===== config.mk =====
export PLATFORM = sky130hd
export DESIGN_NAME = alu_issue_pipe
export DESIGN_NICKNAME = d
export VERILOG_FILES = /design/src/rtl/alu_issue_pipe.sv
export SDC_FILE = /design/constraint.sdc
export NUM_CORES = 1
export LEC_CHECK = 0
export ABC_AREA = 1
export CAP_MARGIN = 10
export CORE_MARGIN = 2
export CORE_UTILIZATION = 45
export CTS_BUF_LIST = sky130_fd_sc_hd__clkbuf_4
export CTS_CLUSTER_SIZE = 8
export DETAILED_ROUTE_END_ITERATION = 7
export PLACE_DENSITY_LB_ADDON = 0.08
export SETUP_SLACK_MARGIN = 0.05
export SLEW_MARGIN = 20
export SYNTH_ARGS = -nofsm -noshare
export SYNTH_HDL_FRONTEND = slang
export SYNTH_SLANG_ARGS = --single-unit

===== constraint.sdc =====
create_clock -name clk -period 2.5 [get_ports clk]
set_input_delay 0.375 -clock clk [delete_from_list [all_inputs] [get_ports clk]]
set_output_delay 0.375 -clock clk [all_outputs]
set_load 0.1 [all_outputs]

===== src/rtl/alu_issue_pipe.sv =====
// alu_issue_pipe: two-stage valid/ready front end around an alu_32 instance.
//
// S1 holds the decoded request (operands, 4-bit alu_control, illegal flag).
// S2 holds the ALU result and flags and drives the out_* interface.
// A request accepted at one clock edge reaches out_* after the next edge when
// the downstream side does not stall. Both stages move together, so the pipe
// sustains one request per cycle.
//
// Ports:
//   clk, rst_n          rising-edge clock, asynchronous active-low reset
//   in_valid/in_ready   request handshake
//   in_aluop, in_funct  MIPS-style ALUOp and R-type funct field
//   in_a, in_b          32-bit operands
//   out_valid/out_ready result handshake; out_* hold stable while stalled
//   out_resultado       ALU result (0 for illegal ops)
//   out_zero/out_carry_out/out_overflow  ALU flags (all 0 for illegal ops)
//   out_illegal         request could not be decoded
//   ovf_count           saturating count of delivered results with overflow
module alu_issue_pipe #(
    parameter int OVF_CNT_W = 16
) (
    input  logic                 clk,
    input  logic                 rst_n,
    input  logic                 in_valid,
    output logic                 in_ready,
    input  logic [1:0]           in_aluop,
    input  logic [5:0]           in_funct,
    input  logic [31:0]          in_a,
    input  logic [31:0]          in_b,
    output logic                 out_valid,
    input  logic                 out_ready,
    output logic [31:0]          out_resultado,
    output logic                 out_zero,
    output logic                 out_carry_out,
    output logic                 out_overflow,
    output logic                 out_illegal,
    output logic [OVF_CNT_W-1:0] ovf_count
);

    localparam logic [3:0] CTRL_AND = 4'b0000;
    localparam logic [3:0] CTRL_OR  = 4'b0001;
    localparam logic [3:0] CTRL_ADD = 4'b0010;
    localparam logic [3:0] CTRL_SUB = 4'b0110;
    localparam logic [3:0] CTRL_SLT = 4'b0111;
    localparam logic [3:0] CTRL_NOR = 4'b1100;

    logic [3:0]  dec_ctrl;
    logic        dec_illegal;

    logic        s1_valid;
    logic [31:0] s1_a;
    logic [31:0] s1_b;
    logic [3:0]  s1_ctrl;
    logic        s1_illegal;

    logic        s2_load;
    logic        in_fire;

    logic [31:0] alu_resultado;
    logic        alu_zero;
    logic        alu_carry_out;
    logic        alu_overflow;

    // NOTE: every output of a combinational block gets a default first, so no
    // path through the case statements can leave a latch behind.
    always_comb begin
        dec_ctrl    = CTRL_ADD;
        dec_illegal = 1'b0;
        case (in_aluop)
            2'b00: dec_ctrl = CTRL_ADD;
            2'b01: dec_ctrl = CTRL_SUB;
            2'b10: begin
                case (in_funct)
                    6'b100000: dec_ctrl = CTRL_ADD;
                    6'b100010: dec_ctrl = CTRL_SUB;
                    6'b100100: dec_ctrl = CTRL_AND;
                    6'b100101: dec_ctrl = CTRL_OR;
                    6'b100111: dec_ctrl = CTRL_NOR;
                    6'b101010: dec_ctrl = CTRL_SLT;
                    default:   dec_illegal = 1'b1;
                endcase
            end
            default: dec_illegal = 1'b1;
        endcase
    end

    // S2 accepts new contents whenever it is empty or being drained; S1
    // advances under the same condition, which is what allows a new request
    // to be accepted in the very cycle S1 hands its item to S2.
    assign s2_load  = !out_valid || out_ready;
    assign in_ready = !s1_valid || s2_load;
    assign in_fire  = in_valid && in_ready;

    // NOTE: sequential state uses non-blocking assignments only, so every
    // register samples the pre-edge values of its neighbours.
    always_ff @(posedge clk or negedge rst_n) begin
        if (!rst_n) begin
            s1_valid   <= 1'b0;
            s1_a       <= '0;
            s1_b       <= '0;
            s1_ctrl    <= CTRL_ADD;
            s1_illegal <= 1'b0;
        end else if (in_fire) begin
            s1_valid   <= 1'b1;
            s1_a       <= in_a;
            s1_b       <= in_b;
            s1_ctrl    <= dec_ctrl;
            s1_illegal <= dec_illegal;
        end else if (s2_load) begin
            s1_valid   <= 1'b0;
        end
    end

    alu_32 u_alu (
        .a           (s1_a),
        .b           (s1_b),
        .alu_control (s1_ctrl),
        .resultado   (alu_resultado),
        .zero        (alu_zero),
        .carry_out   (alu_carry_out),
        .overflow    (alu_overflow)
    );

    always_ff @(posedge clk or negedge rst_n) begin
        if (!rst_n) begin
            out_valid     <= 1'b0;
            out_resultado <= '0;
            out_zero      <= 1'b0;
            out_carry_out <= 1'b0;
            out_overflow  <= 1'b0;
            out_illegal   <= 1'b0;
        end else if (s2_load) begin
            out_valid <= s1_valid;
            // Data only moves with a real item; an empty S1 leaves the last
            // result parked on the bus behind out_valid=0.
            if (s1_valid) begin
                if (s1_illegal) begin
                    out_resultado <= '0;
                    out_zero      <= 1'b0;
                    out_carry_out <= 1'b0;
                    out_overflow  <= 1'b0;
                    out_illegal   <= 1'b1;
                end else begin
                    out_resultado <= alu_resultado;
                    out_zero      <= alu_zero;
                    out_carry_out <= alu_carry_out;
                    out_overflow  <= alu_overflow;
                    out_illegal   <= 1'b0;
                end
            end
        end
    end

    // Counts delivered overflows; sticks at all-ones instead of wrapping.
    always_ff @(posedge clk or negedge rst_n) begin
        if (!rst_n) begin
            ovf_count <= '0;
        end else if (out_valid && out_ready && out_overflow && !(&ovf_count)) begin
            ovf_count <= ovf_count + 1'b1;
        end
    end

endmodule

// alu_32: combinational 32-bit ALU driven by the 4-bit alu_control code.
//   a, b         operands
//   alu_control  0000 AND, 0001 OR, 0010 ADD, 0110 SUB, 0111 SLT, 1100 NOR
//   resultado    result (0 for unknown codes)
//   zero         resultado == 0
//   carry_out    bit 32 of the add/subtract; 1 on SUB means no borrow
//   overflow     signed overflow of ADD/SUB
module alu_32 (
    input  logic [31:0] a,
    input  logic [31:0] b,
    input  logic [3:0]  alu_control,
    output logic [31:0] resultado,
    output logic        zero,
    output logic        carry_out,
    output logic        overflow
);

    logic [32:0] add_full;
    logic [32:0] sub_full;

    // Subtraction is a + ~b + 1 so bit 32 is the inverted borrow.
    assign add_full = {1'b0, a} + {1'b0, b};
    assign sub_full = {1'b0, a} + {1'b0, ~b} + 33'd1;

    always_comb begin
        resultado = '0;
        carry_out = 1'b0;
        overflow  = 1'b0;
        case (alu_control)
            4'b0000: resultado = a & b;
            4'b0001: resultado = a | b;
            4'b0010: begin
                resultado = add_full[31:0];
                carry_out = add_full[32];
                overflow  = (a[31] == b[31]) && (add_full[31] != a[31]);
            end
            4'b0110: begin
                resultado = sub_full[31:0];
                carry_out = sub_full[32];
                overflow  = (a[31] != b[31]) && (sub_full[31] != a[31]);
            end
            4'b0111: resultado = {31'd0, $signed(a) < $signed(b)};
            4'b1100: resultado = ~(a | b);
            default: resultado = '0;
        endcase
    end

    assign zero = (resultado == 32'd0);

endmodule


==> results of run 1 <==
-- report_power, final --
group / switching, W / internal (W) / total (W)
combinational: 0.00578 / 0.00355 / 0.00934
sequential: 0.000236 / 0.00234 / 0.00258
clock: 0.00107 / 0.000446 / 0.00152
-- Yosys cell counts (13+ instances only) --
cell / number
dfrtp_1: 122
nand2_1: 544
o21ai_0: 100
ha_1: 111
nand2_2: 13
nand4_1: 25
nor2_1: 194
clkbuf_1: 21
a221oi_1: 17
nand3_1: 151
buf_2: 19
a22o_1: 18
a21oi_1: 57
inv_1: 311
nor2_2: 15
-- cells in the final DEF, fill, tap and decap left out, types with 26 or more instances in the layout --
master,synthesis,layout
nand3_1,151,123
nand2_1,544,476
a21oi_1,57,31
nand2_2,13,74
inv_2,4,40
ha_4,0,26
o21ai_0,100,92
clkdlybuf4s50_1,0,74
nor2_1,194,145
nor2_2,15,47
buf_4,12,362
dfrtp_1,122,114
inv_1,311,273
nand3_2,6,28
ha_1,111,78
-- routing by layer --
layer  vias to the layer above  global-route usage (%)  part of all wire, %
met2                       498                    51.8                   45
met3                        72                    6.07                  7.2
met1                      6129                    42.7                   45
met5                         -                       0                    0
met4                         0                    9.37                  2.7
li1                       6594                       -                    -
-- metrics by stage --
stage	TNS (ns)	power (W)	area (um^2)	instances
floorplan	0	0.00740	11700	1831
global placement	-1.41	0.0106	15300	2528
detailed placement	-1.38	0.0107	15300	2528
CTS	-0.0265	0.0126	16100	2565
global route	-0.401	0.0143	16900	2588
finish	-0.0519	0.0134	16900	2589
-- what timing repair did --
item | 4_1_cts | 5_1_grt
endpoints found under the setup margin | 18 | 22
resized for setup | 111 | 209
buffers inserted | 4 | 22
hold buffers | 1 | 0
gates cloned | 0 | 0
endpoints found under the hold margin | 26 | 0
pin swaps | 16 | 52
-- logic make-up after synthesis --
kind of cell    after synthesis
simple gates                971
compound gates              229
flops                       123
fa+ha+maj                   113
buf+inv                     376
xor+xnor                     18
mux                           1
-- path summary, 6_finish.rpt --
path                                   from                to  slack [ns]
max in group asynchronous             rst_n          s1_a[25]        1.60
setup reg to reg                    s1_b[0]          out_zero       -0.05
min in group clk                   in_b[12]          s1_b[12]        0.33
hold / removal                        rst_n  out_resultado[8]        0.24
setup / recovery                    s1_b[0]          out_zero       -0.05
hold reg to reg            out_resultado[8]  out_resultado[8]        0.50
-- registers in the layout (all words and copies together) (netlist names) --
name / count
out_overflow: 1
out_carry_out: 1
s1_valid: 1
out_zero: 1
s1_b: 32
out_resultado: 32
out_illegal: 1
out_valid: 1
s1_a: 32
s1_ctrl: 4
ovf_count: 16
s1_illegal: 1
-- final cells by class --
type,count,area [um^2]
Inverter,316,1190
Antenna cell,2,5.00
Timing Repair Buffer,454,3760
Clock buffer,17,128
Fill cell,2290,8380
Sequential cell,123,3090
Multi-Input combinational cell,1332,8210
Tap cell,330,413
Clock inverter,15,150
==> flow_summary.ini, run 1 <==
[routing]
ant_nets = 0
drt_iter0_drc = 1081
drcViolationCount = 0
wirelength_mm = 43.1
wl_per_cell_um = 16.7
via_per_inst = 5.13
vias = 13300
firstDrtPassIters = 7

[job]
maxCapViolCount = 0

[logic_synthesis]
synthesis.instances = 1831
synth_area_leader_cell = dfrtp_1
synth_top_area_share_pct = 26.1
synth-main-ff-cell = dfrtp_1
yosys.area_share.xor_xnor_pct = 1.35
synthMuxAreaShare_pct = 0.0856
synthTopCellsByArea = dfrtp_1 (26%), nand2_1 (17%), ha_1 (12%)
ys_async_sr_fraction_pct = 100
synth_compound_area_share_pct = 12.1
synth_top_family_by_area = simple AND/OR/NAND/NOR gates
yosys_register_bits = 123
synthesis.nets = 2020
yosys_warnings = 0
yosysUniqueCellTypes = 48
synth-simple-area-share_pct = 34.8
ys_seq_area_share_pct = 26.3
syn_area_per_cell_um2 = 6.39
synth_adder_area_share_pct = 12.2
syn-cell-area_um2 = 11700
synth_edf_count = 0

[critical_path]
crit_top_cell = nand2_1
r2r_cells = 20
cp_num_buf_inv = 2
cp-start-kind = flip-flop
crit_fanout = 3
crit_type = reg2reg
cp_slowest_cell = dfrtp_1
arrival_ns = 3.08
crit_path_end_kind = flip-flop
crit_path_cell_trace = ha_2 -> inv_2 -> fa_2 -> inv_2 -> nand2_2 -> nand2_2 -> nand3_2 -> nand2_2 -> nand2_1 -> nand2_2 -> nand2_1 -> nand2_1 -> o21ai_1 -> nor2_1 -> nand3_1 -> nor2_1 -> nand2_1 -> nor2_1 -> nand2_1 -> nand2_1
cp_data_required_time_ns = 3.02
cp_num_cells = 20
cp_top_family = simple AND/OR/NAND/NOR gates
critical_path.max_stage_delay_ns = 0.41

[die]
die_x_um = 165
die_area_um2 = 27300
io_pins = 130
die_h_um = 165
row_count = 58
start_util_pct = 46.2
core_area_um2 = 25300

[global_route]
grt_pass1_wl_mm = 66.6
antenna_found_initial = 2
grt_pass1_vias = 12600
grt_max_degree = 72
track_usage_pct = 31.8
gr-total-overflow = 0

[sta]
worst-slew-pin-transition_ns = 0.524
fin_crit_sh_pct = 102
rsz0062_at_grt = true
setup_viol = 1
worst_hold_slack_ns = 0.241
relSlewSlack_pct = 65.0
final-hold-violation-count = 0
finClkSkew_ns = 0.0313
fin_crit_ns = 2.55
finalMaxSlewViolations = 0
setup_ws_ns = -0.0519
fmax_ghz = 0.392

[clock_network]
clockBufferDepth = 2
cts_num_sinks = 123
clk_pin_slew_worst_paths_ns = 0.15
cts_made_buffers = 17
htreeDepth = 4
cts_tree = done
clk_latency_ns = 0.59
root_buffer = clkbuf_4

[worst_hold_path]
min_path_type = in2async

[status]
violations = setup timing
status = complete, but fails checks

[placed_design]
io_buffer_count = 129
gp_congestion = 0.980
dp_hpwl_mm = 34.8
place_ws_ns = -0.270

[power]
ir_drop_mv = 0.788
p_per_area_nw_per_um2 = 793
total_leakage_power_nw = 9.01

[layout]
layout-drive-gt1-share_pct = 32.1
final_util_pct = 66.9
final_net_count = 2433
syn2layout_area_growth_pct = 44.9
Note: power is estimated with default switching activity, not from simulation.
==> inputs of run 2 (changes only) <==
CTS_BUF_LIST = sky130_fd_sc_hd__clkbuf_8   (was sky130_fd_sc_hd__clkbuf_4)
==> flow_summary.ini, run 2 (synthesized netlist as in run 1, its figures left out) <==
[status]
status = complete, but fails checks
violations = setup timing

[worst_hold_path]
min_path_type = in2async

[die]
die_area_um2 = 27300
die_x_um = 165
row_count = 58
core_area_um2 = 25300
die_h_um = 165
start_util_pct = 46.2
io_pins = 130

[global_route]
grt_max_degree = 72
grt_pass1_wl_mm = 67.0
track_usage_pct = 31.9
gr-total-overflow = 0
antenna_found_initial = 0
grt_pass1_vias = 12600

[clock_network]
cts_num_sinks = 123
cts_made_buffers = 17
htreeDepth = 4
cts_tree = done
clockBufferDepth = 2
clk_pin_slew_worst_paths_ns = 0.10
clk_latency_ns = 0.48
root_buffer = clkbuf_8

[placed_design]
dp_hpwl_mm = 34.8
io_buffer_count = 129
postPlaceCellArea_um2 = 15300
gp_congestion = 0.980
place_ws_ns = -0.270

[sta]
fmax_ghz = 0.385
setup_ws_ns = -0.0956
finalMaxSlewViolations = 0
rsz0062_at_grt = true
finClkSkew_ns = 0.0197
fin_crit_sh_pct = 104
fin_crit_ns = 2.60
final-hold-violation-count = 0
setup_viol = 3
worst-slew-pin-transition_ns = 0.513
relSlewSlack_pct = 65.8

[routing]
drcViolationCount = 0
firstDrtPassIters = 5
wl_per_cell_um = 16.7
wirelength_mm = 43.2
via_per_inst = 5.12
drt_iter0_drc = 1123
vias = 13200
ant_nets = 0

[critical_path]
cp_data_required_time_ns = 2.92
arrival_ns = 3.01
r2r_cells = 20
crit_path_end_kind = flip-flop
crit_type = reg2reg
crit_fanout = 3
cp-start-kind = flip-flop

[job]
maxCapViolCount = 0

[layout]
layout-drive-gt1-share_pct = 29.9
diodes = 0
syn2layout_area_growth_pct = 43.5
final_net_count = 2427
top_regs = out_resultado: 32 flops, s1_a: 32 flops, s1_b: 32 flops
layout_common_cells = nand2_1 (492), buf_4 (359), inv_1 (284)
design_area_um2 = 16800
final_common_cell = nand2_1

[power]
p_per_area_nw_per_um2 = 811
ir_drop_mv = 0.859
total_leakage_power_nw = 8.98
## run 2: worst paths after layout
kind                                   from          endpoint  slack [ns]
max in group asynchronous             rst_n          s1_a[25]        1.49
max                                 s1_b[0]          out_zero        -0.1
min in group clk                   in_b[12]          s1_b[12]        0.44
min reg2reg                out_resultado[8]  out_resultado[8]        0.49
max reg2reg                         s1_b[0]          out_zero        -0.1
min                                   rst_n  out_resultado[8]        0.36
## run 2: area by class of cell
class / instances / area [um^2]
fill: 2285 / 8540
multi-input combinational: 1332 / 8010
timing repair buffer: 448 / 3700
sequential: 123 / 3090
inverter: 316 / 1190
tap: 330 / 413
clock buffer: 17 / 234
clock inverter: 15 / 150
## run 2: metrics by stage
stage          hold WS [ns]  util (%)  setup TNS [ns]  power (W)  std cells
2_1_floorplan        0.0794         -               0    0.00740       1831
3_3_place_gp          0.335      60.5           -1.41     0.0106       2528
3_5_place_dp          0.338      60.5           -1.38     0.0107       2528
4_1_cts               0.364      63.8        -0.00133     0.0130       2565
5_1_grt               0.413      66.3          -0.734     0.0144       2581
6_report              0.361      66.3          -0.141     0.0136       2581
## run 2: metal layers
| metal | global-route usage [%] | wire, um | vias up |
|---|---|---|---|
| met5 | 0 | 0 | - |
| met4 | 7.94 | 894 | 0 |
| met3 | 4.00 | 2460 | 59 |
| met2 | 53.0 | 19700 | 452 |
| met1 | 43.9 | 20200 | 6125 |
| li1 | - | - | 6570 |
## run 2: what timing repair did
action / in CTS / in global routing
hold buffers: 1 / 0
endpoints found under the setup margin: 18 / 22
hold endpoints to repair: 26 / 0
pin swaps: 17 / 48
gates resized for setup: 111 / 142
setup buffers: 4 / 16
## run 2: power breakdown
part           total [W]  switching, W  internal (W)
Clock            0.00187       0.00113      0.000739
Combinational    0.00915       0.00569       0.00346
Sequential       0.00258      0.000236       0.00234
Total             0.0136       0.00706       0.00655
## run 2: critical path: stages (launching register included)
cell and delay, ns:
dfrtp_1 0.40, ha_2 0.20, inv_2 0.05, fa_2 0.37, inv_2 0.09, nand2_1 0.08
nand2_1 0.09, nand3_2 0.08, nand2_2 0.11, nand2_1 0.07, nand2_1 0.09, nand3b_1 0.13
nand2_1 0.08, nand2_1 0.04, nand3_1 0.08, nand3_2 0.12, nor2_1 0.13, nand2_1 0.09
nor2_1 0.12, nand2_1 0.06, nand2_1 0.05
